<file path="src/rtl/seg7_msg_scroller.sv">
// seg7_msg_scroller: message buffer feeding a 4-digit window that scrolls left at a programmable rate
module seg7_msg_scroller #(
    parameter int DEPTH = 16,
    parameter int AW = 4,
    parameter int TICK_DIV = 25000000,
    parameter int CW = 25,
    parameter logic [7:0] BLANK = 8'hA9
) (
    input  logic          clk,
    input  logic          reset,
    input  logic          wr_en,
    input  logic [AW-1:0] wr_addr,
    input  logic [7:0]    wr_data,
    input  logic [AW:0]   msg_len,
    input  logic          start,
    input  logic          stop,
    output logic [31:0]   x,
    output logic          busy,
    output logic          wrap_pulse
);
    typedef enum logic {IDLE, RUN} state_t;
    state_t state;
    logic [7:0] mem [DEPTH];
    logic [AW:0] len, pos, pos_nx, clamp, wl, wp;
    logic [AW+1:0] idx, per;
    logic [CW-1:0] cnt;
    logic [31:0] win;
    logic go;
    assign go = start && msg_len != '0;
    assign clamp = msg_len > (AW+1)'(DEPTH) ? (AW+1)'(DEPTH) : msg_len;
    assign pos_nx = pos == len + (AW+1)'(3) ? '0 : pos + 1'b1;
    // one window builder serves both a restart (pos 0, new length) and a step (next pos)
    always_comb begin
        wl = go ? clamp : len;
        wp = go ? '0 : pos_nx;
        per = {1'b0, wl} + (AW+2)'(4);
        win = '0;
        idx = '0;
        for (int k = 0; k < 4; k++) begin
            idx = {1'b0, wp} + (AW+2)'(k);
            idx = idx >= per ? idx - per : idx;
            win[31-8*k -: 8] = idx < {1'b0, wl} ? mem[idx[AW-1:0]] : BLANK;
        end
    end
    always_ff @(posedge clk) begin
        if (reset) begin
            for (int i = 0; i < DEPTH; i++) mem[i] <= BLANK;
            state <= IDLE;
            len <= '0;
            pos <= '0;
            cnt <= '0;
            x <= {4{BLANK}};
            busy <= 1'b0;
            wrap_pulse <= 1'b0;
        end else begin
            if (wr_en) mem[wr_addr] <= wr_data;
            wrap_pulse <= 1'b0;
            if (stop) begin
                state <= IDLE;
                cnt <= '0;
                x <= {4{BLANK}};
                busy <= 1'b0;
            end else if (go) begin
                state <= RUN;
                len <= clamp;
                pos <= '0;
                cnt <= '0;
                x <= win;
                busy <= 1'b1;
            end else if (state == RUN) begin
                if (cnt == CW'(TICK_DIV - 1)) begin
                    cnt <= '0;
                    pos <= pos_nx;
                    x <= win;
                    wrap_pulse <= pos_nx == '0;
                end else begin
                    cnt <= cnt + 1'b1;
                end
            end
        end
    end
endmodule
</file>
<file path="config.mk">
export PLATFORM = sky130hd
export DESIGN_NAME = seg7_msg_scroller
export DESIGN_NICKNAME = d
export VERILOG_FILES = /design/src/rtl/seg7_msg_scroller.sv
export SDC_FILE = /design/constraint.sdc
export NUM_CORES = 1
export LEC_CHECK = 0
export ABC_AREA = 1
export CELL_PAD_IN_SITES_DETAIL_PLACEMENT = 1
export CELL_PAD_IN_SITES_GLOBAL_PLACEMENT = 1
export CORE_MARGIN = 2
export CORE_UTILIZATION = 48
export CTS_BUF_LIST = sky130_fd_sc_hd__clkbuf_4 sky130_fd_sc_hd__clkbuf_8
export DETAILED_ROUTE_END_ITERATION = 8
export DONT_BUFFER_PORTS = 1
export GPL_TIMING_DRIVEN = 0
export PLACE_DENSITY = 0.86
export SYNTH_ARGS = -nofsm -noshare
export SYNTH_HDL_FRONTEND = slang
export SYNTH_SLANG_ARGS = --single-unit
</file>
<file path="constraint.sdc">
create_clock -name clk -period 6.9 [get_ports clk]
set_clock_uncertainty 0.2 [all_clocks]
set_input_delay 1.035 -clock clk [delete_from_list [all_inputs] [get_ports clk]]
set_output_delay 1.035 -clock clk [all_outputs]
set_load 0.02 [all_outputs]
</file>
# Word-level counts from Yosys, hierarchy flattened
# Memory sizes are Yosys's and may differ from the RTL's.
# Index checks and enable logic that the tools add are counted.
[classes] magnitude_cmp=9 addsub=11 reduce_logical=11 muxes=27 eq_ne=2 bitwise_logic=3
[ops] op="two-way mux 32 bit" count=3
[ops] op="two-way mux 8 bit" count=5
[ops] op="two-way mux 5 bit" count=7
[ops] op="adder 25 x 1 -> 25 bit, second input constant" count=1
[ops] op="== test 25 bit, second input constant" count=1
[ops] op="two-way mux 25 bit" count=1
[ops] op="less-than comparator 6 x 5 -> 1 bit" count=4
[ops] op="two-way mux 6 bit" count=4
[ops] op="greater-or-equal comparator 6 bit" count=3
[ops] op="subtractor 6 bit" count=3
[ops] op="adder 5 x 2 -> 6 bit, second input constant" count=2
[ops] op="OR reduction 8 bit" count=1
[ops] op="adder 5 x 1 -> 6 bit, second input constant" count=1
[ops] op="adder 5 x 3 -> 6 bit, second input constant" count=1
[ops] op="greater-or-equal comparator 5 x 6 -> 1 bit" count=1
[ops] op="two-way mux 1 bit" count=6
[ops] op="subtractor 5 x 6 -> 6 bit" count=1
[ops] op="adder 5 x 1 -> 5 bit, second input constant" count=1
[ops] op="adder 5 x 2 -> 5 bit, second input constant" count=1
[ops] op="== test 5 bit" count=1
[ops] op="> comparator 5 bit, second input constant" count=1
[ops] op="zero test 5 bit" count=1
[ops] op="nonzero test 5 bit" count=1
[ops] op="OR reduction 5 bit" count=1
[ops] op="other kinds (8)" count=11
[word_totals] register_bits=69 mem_count=1 out_inout_bits=34 word_cells=70 ramBits=128 in_bits=22
[memory_table] name="mem" depth=16 width=8 read_ports=4 rd_ports_with_merged_regs=0 write_ports=16 line_no="23" source="logic [7:0] mem [DEPTH];"

# Depth between registers and ports, before layout
[logic_depth] word_depth=12 ltp_mapped=35 ltp_nobuf=34

# Worst setup path after synthesis
# No wires, ideal clock.
[synth_path] kind="input -> register" start="input msg_len[2]" end="register x[7]" path_slack_ns=1.452 n_path_buf=2 setup_time_ns=0.109 required_time_ns=6.591 arrival_time_ns=5.139 stages=29 path_cell_list="nor2_1 > nand3_1 > nand2_2 > buf_4 > inv_2 > nor3_1 > ha_1 > inv_1 > nand2_1 > nand2_1 > nor2_1 > ha_1 > nand2_1 > inv_1 > nand4_1 > nand3_1 > nor2_2 > inv_2 > o21ai_2 > clkbuf_1 > ha_1 > nand2_1 > nand2_1 > nand2_1 > nand2_1 > a21oi_1 > nand3_1 > nand2_1 > inv_1"
[synth_between] elab_chain_cells=11
[synth_rtl] element="start: declaration" line_no="14" source="input logic [AW:0] msg_len,"
[synth_rtl] element="nonzero test 5 bit (*)" line_no="29" source="assign go = start && msg_len != '0;"
[synth_rtl] element="logical AND 1 bit (*)" line_no="29"
[synth_rtl] element="two-way mux 5 bit (*)" line_no="35" source="wp = go ? '0 : pos_nx;"
[synth_rtl] element="named net wp[1]" line_no="24" source="logic [AW:0] len, pos, pos_nx, clamp, wl, wp;"
[synth_rtl] element="adder 5 x 2 -> 6 bit (*)" line_no="40" source="idx = {1'b0, wp} + (AW+2)'(k);"
[synth_rtl] element="subtractor 6 bit or greater-or-equal comparator 6 bit (tied branches)" line_no="41" source="idx = idx >= per ? idx - per : idx;"
[synth_rtl] element="two-way mux 6 bit (*)" line_no="41"
[synth_rtl] element="memory (16 x 8 bit) or less-than comparator 6 x 5 -> 1 bit (tied branches)"
[synth_rtl] element="two-way mux 8 bit (*)" line_no="42" source="win[31-8*k -: 8] = idx < {1'b0, wl} ? mem[idx[AW-1:0]] : BLANK;"
[synth_rtl] element="two-way mux 32 bit" line_no="71" source="if (cnt == CW'(TICK_DIV - 1)) begin"
[synth_rtl] element="two-way mux 32 bit" line_no="70" source="end else if (state == RUN) begin"
[synth_rtl] element="two-way mux 32 bit (*)" line_no="63" source="end else if (go) begin"
[synth_rtl] element="end signal: assignment" line_no="61" source="x <= {4{BLANK}};"
[synth_rtl] element="end signal: assignment" line_no="68" source="x <= win;"
[synth_rtl] element="end signal: assignment" line_no="74" source="x <= win;"
[synth_rtl] element="end: declaration" line_no="17" source="output logic [31:0] x,"
# The timed path passes the listed nets; every way through them passes the cells marked *. The select of a mux whose other input is x is not followed.
# A chain may end at the register's enable or synchronous reset.

# Final worst setup path
[layout_path] start="input msg_len[2]" end="register x[11]"
# The elaborated chain is that of the path after synthesis.

==> Implementation_results.wiki <==
{| class="wikitable"
! Metric !! Value
|-
| CTS tree || done
|-
| Post-Route Utilization || 51.6%
|-
| Cell-by-cell trace of the critical path || nor2_1 > nand3_1 > nand2_2 > buf_4 > inv_2 > nor3_2 > ha_1 > inv_1 > nor3_1 > ha_1 > a21oi_1 > o21a_1 > nand3_2 > o21ai_2 > inv_2 > ha_1 > a21oi_1 > nand2_1 > a21oi_4 > nand3_1 > nand2_1 > inv_1
|-
| Number of setup buffers added after CTS || 0
|-
| Routed via count || 17000
|-
| Warnings from Yosys || 0
|-
| Hold Path Class || reg2reg
|-
| Vias in the first global route || 17200
|-
| Top cell by count, worst path || sky130_fd_sc_hd__ha_1
|-
| Peak fanout along the critical path || 10
|-
| Horiz. Die Dim || 180 um
|-
| Library cells used by synthesis || 52
|-
| Status || completed
|-
| Number of hold-repair buffers added at the cts stage || 0
|-
| Cell area after synthesis || 14900 um^2
|-
| Accumulated negative setup slack || 0 ps
|-
| Number of antenna violations at the first check in global routing || 1
|-
| Worst-path clk slew || 120 ps
|-
| DP Area || 15400 um^2
|-
| Area contributors post-synth || sky130_fd_sc_hd__edfxtp_1 26%, sky130_fd_sc_hd__nand2_1 21%, sky130_fd_sc_hd__nand3_1 17%
|-
| Max Slew Vio Count || 0
|-
| Buffer levels on the longest clock path || 2
|-
| Proportion of register bits with asynchronous set or reset after synthesis || 0%
|-
| Leakage || 7.11 nW
|-
| Total congestion overflow after global routing || 0
|-
| Minimum clock period after layout || 6660 ps
|-
| Setup crit end kind || register
|-
| Area Growth Syn to Fin || 5.98%
|-
| Top achievable clock speed || 150 MHz
|-
| Pwr dens || 288 nW/um^2
|-
| Number of failing setup endpoints in the final timing report || 0
|-
| Pin count of the biggest net entering global routing || 20
|-
| Final layout net count || 2362
|-
| Actual transition at the worst max-transition pin || 1050 ps
|-
| Crit share post-route || 96.6%
|-
| Startpoint-to-endpoint class of the critical path || in2reg
|-
| Number of gates resized after CTS || 1
|-
| Ratio of cells with drive above 1 in the final layout || 6.81%
|-
| Number of rows in the core area || 64
|-
| Maximum VDD drop || 0.237 mV
|-
| Wirelength per Cell || 26.7 um
|-
| Die Outline Area || 32500 um^2
|-
| Critical path data arrival time || 6920 ps
|-
| Critical path's largest stage delay || 880 ps
|-
| Final design area excluding fillers || 15800 um^2
|-
| Post-synthesis cell type with the largest combined area || sky130_fd_sc_hd__edfxtp_1
|-
| H-tree lvl count || 4
|-
| Category of the worst setup path launch point || input port
|-
| Slowest stage cell on the critical path || sky130_fd_sc_hd__o21ai_2
|-
| RD Place Congestion || 0.991
|-
| Initial core utilization || 48.7%
|-
| Number of instances in the synthesized netlist || 2272
|-
| Dominant register cell in the synthesized netlist || sky130_fd_sc_hd__edfxtp_1
|-
| Data required time of the critical path || 7160 ps
|-
| Number of max-cap violations || 0
|-
| Clock sink count || 197
|-
| Number of flip-flops and latches in the synthesized netlist || 197
|-
| Wire length of the first global-routing pass || 106000 um
|-
| Detailed-route vias per instance || 6.30
|-
| Sequential cell area fraction in the yosys report || 35.1%
|-
| Total global-route track usage || 43.7%
|-
| Floorplan Core Area || 30600 um^2
|-
| Remaining number of nets flagged by the antenna check after routing || 0
|-
| Syn Nets || 2343
|-
| I/O pin total || 56
|-
| Final HPWL from detailed placement || 55400 um
|-
| Clock Latency Late Sink || 560 ps
|-
| Clock buffers created by TritonCTS || 17
|-
| Remaining design rule violation count || 0
|-
| Post-synthesis average cell area || 6.56 um^2
|-
| Number of enable-type register cells in the synthesized netlist || 128
|-
| Filler Cells Inserted || 4152
|-
| Die boundary height || 180 um
|-
| Relative slew margins || 30.3%
|-
| Root Buffer || sky130_fd_sc_hd__clkbuf_8
|-
| First-pass DRT Iterations || 6
|-
| Endpoints failing hold || 0
|-
| RSZ-0062 raised after global routing || no
|-
| Total detailed-routing wirelength || 72000 um
|-
| Number of input and output port buffers inserted || 0
|-
| Detailed router's first-iteration violation count || 2235
|-
| Synth top area share || 25.8%
|}
## sequential cells by signal, indices dropped and copies added (netlist names)
| signal | count |
|---|---|
| len | 5 |
| pos | 5 |
| wrap_pulse | 1 |
| cnt | 25 |
| state | 1 |
| x | 32 |
| mem | 128 |
## cells in the mapped netlist, drive strengths merged, types with 2 or more instances
cell and n:
a211oi 4, nor3b 2, o21ai 44, dfxtp 69, buf 64, nor4 3, o21bai 2, nor2 154
xnor2 8, edfxtp 128, nor3 30, o211ai 10, ha 45, nand3 501, xor2 11, nand2 825
fa 4, o21a 3, nand3b 3, clkinv 2, clkbuf 35, or2 10, a31oi 2, a21oi 47
a221oi 2, nand4 12, inv 245
## cell usage in the layout, fill, tap and decap left out, types with 4 or more instances in the layout
| master | n |
|---|---|
| sky130_fd_sc_hd__o21ai_0 | 26 |
| sky130_fd_sc_hd__o21ai_1 | 7 |
| sky130_fd_sc_hd__nand2_1 | 815 |
| sky130_fd_sc_hd__nand2_2 | 6 |
| sky130_fd_sc_hd__ha_1 | 45 |
| sky130_fd_sc_hd__nand3_2 | 6 |
| sky130_fd_sc_hd__a211oi_1 | 4 |
| sky130_fd_sc_hd__dfxtp_1 | 69 |
| sky130_fd_sc_hd__nor3_1 | 25 |
| sky130_fd_sc_hd__clkbuf_8 | 17 |
| sky130_fd_sc_hd__nand3_1 | 495 |
| sky130_fd_sc_hd__buf_2 | 38 |
| sky130_fd_sc_hd__inv_2 | 10 |
| sky130_fd_sc_hd__nand4_1 | 12 |
| sky130_fd_sc_hd__nand2_4 | 4 |
| sky130_fd_sc_hd__xor2_1 | 11 |
| sky130_fd_sc_hd__buf_4 | 17 |
| sky130_fd_sc_hd__nor3_2 | 4 |
| sky130_fd_sc_hd__edfxtp_1 | 128 |
| sky130_fd_sc_hd__a21oi_1 | 44 |
| sky130_fd_sc_hd__clkbuf_1 | 34 |
| sky130_fd_sc_hd__buf_6 | 7 |
| sky130_fd_sc_hd__o21ai_2 | 10 |
| sky130_fd_sc_hd__xnor2_1 | 8 |
| sky130_fd_sc_hd__o211ai_1 | 10 |
| sky130_fd_sc_hd__or2_2 | 9 |
| sky130_fd_sc_hd__inv_6 | 5 |
| sky130_fd_sc_hd__fa_1 | 4 |
| sky130_fd_sc_hd__inv_1 | 235 |
| sky130_fd_sc_hd__nor2_1 | 149 |
## per-stage QoR
step	hold slack, ps	setup WS (ps)	std cells	total power, mW
finish	294	237	2701	4.56
global route	317	20.3	2700	4.70
CTS	296	71.0	2700	4.42
detailed placement	280	-819	2668	3.67
global placement	268	-550	2668	3.59
floorplan	249	1450	2272	2.85
## layer usage
layer | up-vias | global-route usage [%] | wire length (um)
met1 | 8142 | 53.7 | 27400
met2 | 1151 | 69.8 | 32300
li1 | 7441 | - | -
met4 | 0 | 26.0 | 4650
met5 | - | 0 | 0
met3 | 269 | 10.3 | 7720
## cells by family after synthesis
group | count (synthesis) | synth area share, %
AOI/OAI and AO/OA | 119 | 4.90
and+or+nand+nor | 1542 | 44.8
buffers and inverters | 346 | 9.81
adders and majority gates | 49 | 4.31
xor gates and xnor gates | 19 | 1.12
DFF | 197 | 35.1
## critical path: cells and delay by family
| kind | cells | cell delay (ps) |
|---|---|---|
| and+or+nand+nor | 9 | 2100 |
| adders and majority gates | 3 | 1060 |
| buffers and inverters | 5 | 920 |
| AOI/OAI and AO/OA | 5 | 1780 |
## layout make-up
type | instances | area [um^2] | area share, %
Antenna cell | 1 | 2.50 | 0.0158
Buffer | 99 | 537 | 3.40
Clock buffer | 17 | 234 | 1.48
Clock inverter | 15 | 135 | 0.855
Inverter | 247 | 927 | 5.87
Multi-Input combinational cell | 1729 | 8240 | 52.2
Sequential cell | 197 | 5230 | 33.1
Tap cell | 396 | 495 | 3.14
## worst paths after layout
path                   start  endpoint  slack (ps)  cells after the start
hold reg to reg      cnt[10]   cnt[10]         290                      2
setup reg to reg      len[0]     x[11]         250                     25
setup / recovery  msg_len[2]     x[11]         240                     22
hold / removal       cnt[10]   cnt[10]         290                      2
## report_power, final
| group | leakage, nW | internal (mW) | switching, mW |
|---|---|---|---|
| clock network | 0.190 | 0.264 | 0.513 |
| logic | 5.10 | 0.640 | 1.72 |
| registers | 1.81 | 1.32 | 0.0985 |
| total | 7.11 | 2.23 | 2.33 |
No activity file was read; power rests on OpenSTA's default activity.
